$ cat src/rtl/mmu_sfr_write_unit.sv
`default_nettype none
// ============================================================================
// mmu_sfr_write_unit : queued SFR write unit (SET / half-field / RES), in-order
// commit. Optional read-back port enabled by MMU_SFR_WR_READBACK_EN. Rev 1.0
// ============================================================================
module mmu_sfr_write_unit #(
  parameter int DATA_W     = 32,
  parameter int NUM_REGS   = 64,
  parameter int IDX_W      = 8,
  parameter int FIFO_DEPTH = 4
) (
  input  logic              clock,
  input  logic              reset,
  input  logic              cpu_wr_reg_en,
  input  logic [1:0]        cpu_wr_reg_cmd,
  input  logic [IDX_W-1:0]  cpu_wr_reg_idx,
  input  logic [DATA_W-1:0] cpu_wr_reg_val,
  output logic              cpu_wr_reg_rdy,
  output logic              upd_valid,
  output logic [IDX_W-1:0]  upd_idx,
  output logic [DATA_W-1:0] upd_val,
  input  logic [IDX_W-1:0]  rd_idx,
  output logic [DATA_W-1:0] rd_val,
  output logic              err,
  input  logic              err_clr,
  output logic              busy
);

  localparam int HALF_W = DATA_W / 2;
  localparam int PTR_W  = $clog2(FIFO_DEPTH);
  localparam int CNT_W  = PTR_W + 1;
  localparam int SFR_AW = (NUM_REGS > 1) ? $clog2(NUM_REGS) : 1;

  localparam logic [1:0] CMD_SET  = 2'b00;
  localparam logic [1:0] CMD_HFXB = 2'b01;
  localparam logic [1:0] CMD_HFXT = 2'b10;
  localparam logic [1:0] CMD_RES  = 2'b11;

  localparam logic [IDX_W:0]   NUM_REGS_LIM = (IDX_W + 1)'(NUM_REGS);
  localparam logic [CNT_W-1:0] DEPTH_CNT    = CNT_W'(FIFO_DEPTH);

  // Write queue storage
  logic [1:0]        r_q_cmd [FIFO_DEPTH];
  logic [IDX_W-1:0]  r_q_idx [FIFO_DEPTH];
  logic [DATA_W-1:0] r_q_val [FIFO_DEPTH];
  logic [PTR_W-1:0]  r_wr_ptr;
  logic [PTR_W-1:0]  r_rd_ptr;
  logic [CNT_W-1:0]  r_count;

  logic [DATA_W-1:0] r_sfr [NUM_REGS];

  logic              r_upd_valid;
  logic [IDX_W-1:0]  r_upd_idx;
  logic [DATA_W-1:0] r_upd_val;
  logic              r_err;

  logic              w_full;
  logic              w_push;
  logic              w_pop;
  logic [1:0]        w_head_cmd;
  logic [IDX_W-1:0]  w_head_idx;
  logic [DATA_W-1:0] w_head_val;
  logic              w_idx_ok;
  logic              w_cmd_ok;
  logic              w_commit;
  logic              w_error;
  logic [SFR_AW-1:0] w_sfr_addr;
  logic [DATA_W-1:0] w_old;
  logic [HALF_W-1:0] w_mask;
  logic [HALF_W-1:0] w_data;
  logic [DATA_W-1:0] w_new;

  assign w_full         = (r_count == DEPTH_CNT);
  assign cpu_wr_reg_rdy = !w_full;
  assign w_push         = cpu_wr_reg_en && !w_full;
  assign w_pop          = (r_count != '0);
  assign busy           = (r_count != '0);

  assign w_head_cmd = r_q_cmd[r_rd_ptr];
  assign w_head_idx = r_q_idx[r_rd_ptr];
  assign w_head_val = r_q_val[r_rd_ptr];

  assign w_idx_ok   = ({1'b0, w_head_idx} < NUM_REGS_LIM);
  assign w_cmd_ok   = (w_head_cmd != CMD_RES);
  assign w_commit   = w_pop && w_idx_ok && w_cmd_ok;
  assign w_error    = w_pop && !(w_idx_ok && w_cmd_ok);

  // Old value is read straight from the SFR array, so a commit always sees
  // the result of the commit on the previous edge.
  assign w_sfr_addr = w_head_idx[SFR_AW-1:0];
  assign w_old      = r_sfr[w_sfr_addr];
  assign w_mask     = w_head_val[DATA_W-1:HALF_W];
  assign w_data     = w_head_val[HALF_W-1:0];

  always_comb begin
    w_new = w_head_val;
    case (w_head_cmd)
      CMD_SET:  w_new = w_head_val;
      CMD_HFXB: w_new = {w_old[DATA_W-1:HALF_W],
                         (w_old[HALF_W-1:0] & ~w_mask) | (w_data & w_mask)};
      CMD_HFXT: w_new = {(w_old[DATA_W-1:HALF_W] & ~w_mask) | (w_data & w_mask),
                         w_old[HALF_W-1:0]};
      default:  w_new = w_head_val;
    endcase
  end

  always_ff @(posedge clock) begin
    if (w_push) begin
      r_q_cmd[r_wr_ptr] <= cpu_wr_reg_cmd;
      r_q_idx[r_wr_ptr] <= cpu_wr_reg_idx;
      r_q_val[r_wr_ptr] <= cpu_wr_reg_val;
    end
  end

  always_ff @(posedge clock) begin
    if (!reset) begin
      r_wr_ptr    <= '0;
      r_rd_ptr    <= '0;
      r_count     <= '0;
      r_upd_valid <= 1'b0;
      r_upd_idx   <= '0;
      r_upd_val   <= '0;
      r_err       <= 1'b0;
    end else begin
      if (w_push) r_wr_ptr <= r_wr_ptr + 1'b1;
      if (w_pop)  r_rd_ptr <= r_rd_ptr + 1'b1;
      case ({w_push, w_pop})
        2'b10:   r_count <= r_count + 1'b1;
        2'b01:   r_count <= r_count - 1'b1;
        default: r_count <= r_count;
      endcase
      r_upd_valid <= w_commit;
      if (w_commit) begin
        r_upd_idx <= w_head_idx;
        r_upd_val <= w_new;
      end
      // A new error wins over a simultaneous clear.
      if (w_error)      r_err <= 1'b1;
      else if (err_clr) r_err <= 1'b0;
    end
  end

  always_ff @(posedge clock) begin
    if (!reset) begin
      for (int i = 0; i < NUM_REGS; i++) r_sfr[i] <= '0;
    end else if (w_commit) begin
      r_sfr[w_sfr_addr] <= w_new;
    end
  end

  assign upd_valid = r_upd_valid;
  assign upd_idx   = r_upd_idx;
  assign upd_val   = r_upd_val;
  assign err       = r_err;

`ifdef MMU_SFR_WR_READBACK_EN
  logic [DATA_W-1:0] r_rd_val;
  logic              w_rd_ok;
  logic [SFR_AW-1:0] w_rd_addr;

  assign w_rd_ok   = ({1'b0, rd_idx} < NUM_REGS_LIM);
  assign w_rd_addr = rd_idx[SFR_AW-1:0];

  always_ff @(posedge clock) begin
    if (!reset) r_rd_val <= '0;
    else        r_rd_val <= w_rd_ok ? r_sfr[w_rd_addr] : '0;
  end

  assign rd_val = r_rd_val;
`else
  logic w_unused_rd;
  assign w_unused_rd = ^rd_idx;
  assign rd_val      = '0;
`endif

endmodule
`default_nettype wire

$ cat config.mk
export PLATFORM = sky130hd
export DESIGN_NAME = mmu_sfr_write_unit
export DESIGN_NICKNAME = d
export VERILOG_FILES = /design/src/rtl/mmu_sfr_write_unit.sv
export SDC_FILE = /design/constraint.sdc
export NUM_CORES = 2
export LEC_CHECK = 0
export CAP_MARGIN = 40
export CORE_MARGIN = 4
export CORE_UTILIZATION = 35
export DETAILED_ROUTE_END_ITERATION = 8
export REMOVE_ABC_BUFFERS = 1
export SLEW_MARGIN = 20
export SYNTH_ARGS = -nofsm -noshare
export SYNTH_HDL_FRONTEND = slang
export SYNTH_SLANG_ARGS = --single-unit
$ cat constraint.sdc
create_clock -name clock -period 5.5 [get_ports clock]
set_clock_uncertainty 0.2 [all_clocks]
set_input_delay 0.55 -clock clock [delete_from_list [all_inputs] [get_ports clock]]
set_output_delay 0.55 -clock clock [all_outputs]
set_load 0.02 [all_outputs]
**Yosys cells after proc, flatten, opt, wreduce, memory -nomap -nowiden**

Memory sizes are Yosys's and may differ from the RTL's. A register that Yosys moved wholly into a read port is not among the register bits.
Index checks and enable logic that the tools add are counted.

- Add/subtract/negate cells: 4
- Equal/unequal tests: 6
- Shifts and indexed selects: 0
- Order comparisons: 1
- Reductions and logical operators: 11
- Bitwise logic cells: 6
- $mul: 0
- Divide/modulo/power cells: 0
- Muxes and demuxes: 19

Operators with widths:

| cell | number |
|---|---|
| $pmux W32 S2 | 1 |
| $and A16 B16 Y16 | 3 |
| $mux W32 | 1 |
| $or A16 B16 Y16 | 2 |
| $reduce_or A32 Y1 | 1 |
| $not A16 Y16 | 1 |
| $mux W2 | 6 |
| $mux W1 | 9 |
| $lt A8 B7 Y1 const B | 1 |
| $mux W6 | 1 |
| $pmux W3 S2 | 1 |
| $logic_and A1 B1 Y1 | 5 |
| $add A2 B1 Y2 const B | 2 |
| $eq A2 B1 Y1 const B | 2 |
| $eq A2 B2 Y1 const B | 2 |
| $reduce_bool A2 Y1 | 2 |
| $add A3 B1 Y3 const B | 1 |
| $eq A3 B3 Y1 const B | 1 |
| $reduce_bool A3 Y1 | 1 |
| $sub A3 B1 Y3 const B | 1 |
| $logic_not A1 Y1 | 2 |
| $ne A2 B2 Y1 const B | 1 |

- Flip-flop bits (word level): 49
- Word-level logic and storage cells: 58
- Input port bits: 54
- Output and inout bits: 76
- Memory bits (read-only): 0
- Memory bits (writable): 2216
- Memories: 4
- Latch bits: 0

Memory list:

| memory | words | bits a word | read ports | clocked after Yosys merged registers in | write ports | line | text |
|---|---|---|---|---|---|---|---|
| r_sfr | 64 | 32 | 1 | 0 | 64 | 50 | `logic [DATA_W-1:0] r_sfr [NUM_REGS];` |
| r_q_val | 4 | 32 | 1 | 1 | 1 | 45 | `logic [DATA_W-1:0] r_q_val [FIFO_DEPTH];` |
| r_q_idx | 4 | 8 | 1 | 1 | 1 | 44 | `logic [IDX_W-1:0] r_q_idx [FIFO_DEPTH];` |
| r_q_cmd | 4 | 2 | 1 | 1 | 1 | 43 | `logic [1:0] r_q_cmd [FIFO_DEPTH];` |

**Depth between registers and ports, before layout**

- Depth in word-level cells: 8
- Gate-level depth with buffers: 16
- Gate-level depth less buffers: 10

**Worst setup path before layout**

No wires, ideal clock.

- Path kind: reg2reg
- From: reg with a tool-made name
- To: mem r_sfr[47][0] (enable)
- Cell stages (with the launch flop): 15
- Setup time: 0.389 ns
- Required time: 4.911 ns
- Arrival time: 3.981 ns
- Period minus slack after synthesis: 4.570 ns
- Path slack: 0.930 ns
- Buffers on the path: 6
- Cell sequence: dfxtp_1 buf_6 buf_4 buf_6 mux4_2 ha_1 a211o_1 nor2b_1 buf_2 nand2_1 buf_2 nor3_1 nand2_1 clkbuf_1 nand2_1

RTL lines:

| element | line |
|---|---|
| end, declared | 50 |

==> results <==
- From synthesis to final layout, the design area changed by 13.7%.
- For the pin with the worst max-slew slack, the measured transition is 1240 ps.
- By count the netlist is led by edfxtp_1, nor2_1, nand2_1.
- For this run, design rule violations remaining after detail routing come to 0.
- The flow ran to the end, and the final reports show no timing, DRC or antenna violations.
- The estimated wirelength of the detail-placed design is 199,000 um.
- Yosys mapped the design onto 70 distinct sky130hd cell types.
- Setup violations remaining at the end of the flow were counted as 0.
- From bottom edge to top edge, the die measures 535 um.
- For this block, the routed nets add up to 321,000 um of wire.
- The clock input transition at the sequential cells of the worst setup and hold paths is roughly 70 ps.
- The gate count of the mapped netlist is 7,546.
- The number of design-rule violations left by the first detailed-router iteration is approximately 9,400.
- The clock net in this run drives a total of 2,267 sinks.
- The mean instance size in the synthesized netlist is 12.9 um^2.
- For this run, the number of standard cells in the final layout without fillers is between 10,000 and 15,000.
- The headroom to the max-slew limit is 17.6%.
- The maximum fanout along the worst path is 32.
- For this run, the number of Yosys warnings is 0.
- The average routed wire per standard cell is between 20 and 30 um.
- In the finished design, the share of the clock period the worst path needs comes to 95.8%.
- Synthesis inferred 2,267 register bits.
- For this run, the post-layout net count is 7,617.
- The x dimension of the die is 535 um.
- The power consumption is approximately 0.067 W.
- The type of the most critical hold path is input port to flip-flop.
- The critical path is of the flip-flop to flip-flop type.
- The main flop type after synthesis is edfxtp_1.
- The number of antenna violations at the first check in global routing is 10.
- In this run the remaining antenna-violating nets after routing total 0.
- Clock tree synthesis selected as its root buffer the cell clkbuf_16.
- VDD sags by at most 1.08 mV.
- Across all layers, the routed design uses 66,000 vias.
- The share of layout cells above drive strength 1 is between 10% and 20%.
- The placeable core area is 0.277 mm^2.
- Entering global routing, the biggest net connects 90 pins.
- The number of global-route vias before repair is 64,200.
- The maximum achievable frequency is 0.190 GHz.
- For this design the static power due to leakage is 37.7 nW.
- The number of slew-limit violations in the final report is 0.
- The deepest level of the CTS H-tree is 4.
- The count of endpoints failing hold in the final timing report is 0.
- 130 I/O pins were placed.
- The number of enable-type register cells in the synthesized netlist is 2,216.
- Setup repair after global routing left no endpoint under its margin.
- In this run the cell area of the synthesized design comes to between 0.09 and 0.1 mm^2.
- The first-pass GRT wire length is 456,000 um.
- The post-synthesis sequential area ratio is 69.4%.
- The total of max-cap violations is 0.
- edfxtp_1 is the most common cell in the netlist.
- The number of clock buffers inserted by TritonCTS is 223.
- Port buffering added 89 buffers.
- The maximum clock path buffer count is 3.
- Sorting the synthesized cells by area gives the leading types as edfxtp_1, nor2_1, mux2i_1.
- STA classifies the critical path startpoint as a flip-flop.
- The total routing resource utilization after global routing is approximately 22%.
- The mean number of vias per cell is around 5.8.
- The number of setup buffers added after CTS is 0.
- STA classifies the critical path endpoint as a flip-flop.
- Once the floorplan was initialized, standard cells occupied 35.2% of the core.
- The floorplan die area is 0.287 mm^2.
- The number of detailed-route iterations in the first pass is 8.
- Of the post-synthesis cell area, the dominant cell type holds 68.3%.
- The leftover overflow at the end of global routing is 0.
- The total power per unit cell area is 604 mW/mm^2.
- The leading area contributor after synthesis is edfxtp_1.
- TritonCTS built the clock tree.
- The number of cells after detailed placement is 11,000.
- Summed over all failing endpoints, the final setup total negative slack is 0 ps.
- For this run, asynchronously set or reset flops after synthesis account for 0%.
- The worst hold slack across all endpoints is between 90 and 100 ps.
- The arrival time reported for the critical path endpoint is 5790 ps.
- The routed design could run at a clock period as short as 5270 ps.
- The clock reaches the later pin of the worst-skew pair after 900 ps.
- Row generation in the floorplan step produced approximately 190 rows.
- The global placement routability congestion is 0.966.
- At the worst endpoint, the required time is 6020 ps.
## placed cells by master (no fill, tap or decap), types with 108 or more instances in the layout
cell	instances
nand2_1	436
mux2i_1	212
buf_4	361
o22ai_1	332
buf_12	108
o21ai_0	140
nor2_1	2066
clkbuf_16	224
edfxtp_1	2216
o221ai_1	231
## kinds of logic (layout without fill, tap and decap cells)
logic type	Yosys count	after routing	share of synthesized area (%)
buf+inv	831	995	4.76
mux	378	378	5.04
simple gates	2763	2763	11.2
other cells	1	34	0.00385
fa+ha+maj	9	9	0.123
flops	2267	2267	69.4
xor+xnor	4	4	0.0360
compound gates	1293	1293	9.42
## routing by layer
layer | GRT usage [%] | vias up | part of all wire [%]
li1 | - | 27900 | -
met1 | 28.9 | 33600 | 38
met2 | 33.7 | 3918 | 46
met3 | 4.69 | 654 | 11
met4 | 10.6 | 12 | 5.4
met5 | 0 | - | 0.023
## worst paths after layout
path	startpoint	slack (ps)	cells past startpoint	end
hold / removal	cpu_wr_reg_val[11]	90	1	r_q_val[2][11]
hold reg to reg	upd_idx[3]	270	2	upd_idx[3]
setup / recovery	flip-flop	230	11	r_sfr[42][13]
setup reg to reg	flip-flop	230	11	r_sfr[42][13]
## where the power goes
group          switching (W)  total [W]  internal, W
clock                0.00672     0.0148      0.00810
sequential          0.000329     0.0201       0.0198
combinational         0.0231     0.0319      0.00888
total                 0.0301     0.0669       0.0368
## per-stage QoR
step	util [%]	setup WS (ps)	cell area, um^2
global route	40.0	125	111000
CTS	40.0	315	111000
floorplan	-	-9370	92900
global placement	37.4	183	104000
finish	40.0	232	111000
detailed placement	37.5	380	104000
## sequential cells by signal, indices dropped and copies added (netlist names), named ones only
register,cells
err,1
r_count,3
r_q_cmd,8
r_q_idx,32
r_q_val,128
r_rd_ptr,2
r_sfr,2048
r_wr_ptr,2
upd_idx,8
upd_val,32
upd_valid,1
## critical path: stages (launching register included)
cell,delay (ps)
dfxtp_4,650
mux4_4,930
nand2_8,380
buf_4,290
o221ai_1,150
a222oi_1,810
o22ai_1,460
a211oi_1,290
buf_4,200
a22oi_2,160
buf_12,240
nor2_1,140
## repair_timing
item	in CTS	in global routing
hold endpoints to repair	26	0
hold buffers	1	0
endpoints found under the setup margin	0	0
gates resized for setup	0	0
## area by class of cell
type	instances	area (um^2)
Inverter	11	41.3
Sequential cell	2267	67600
Fill cell	25800	166000
Antenna cell	2	5.00
Clock inverter	137	1170
Tap cell	3705	4640
Multi-Input combinational cell	4479	25600
Timing Repair Buffer	572	5880
Clock buffer	275	5820
Note: power is estimated with default switching activity, not from simulation.
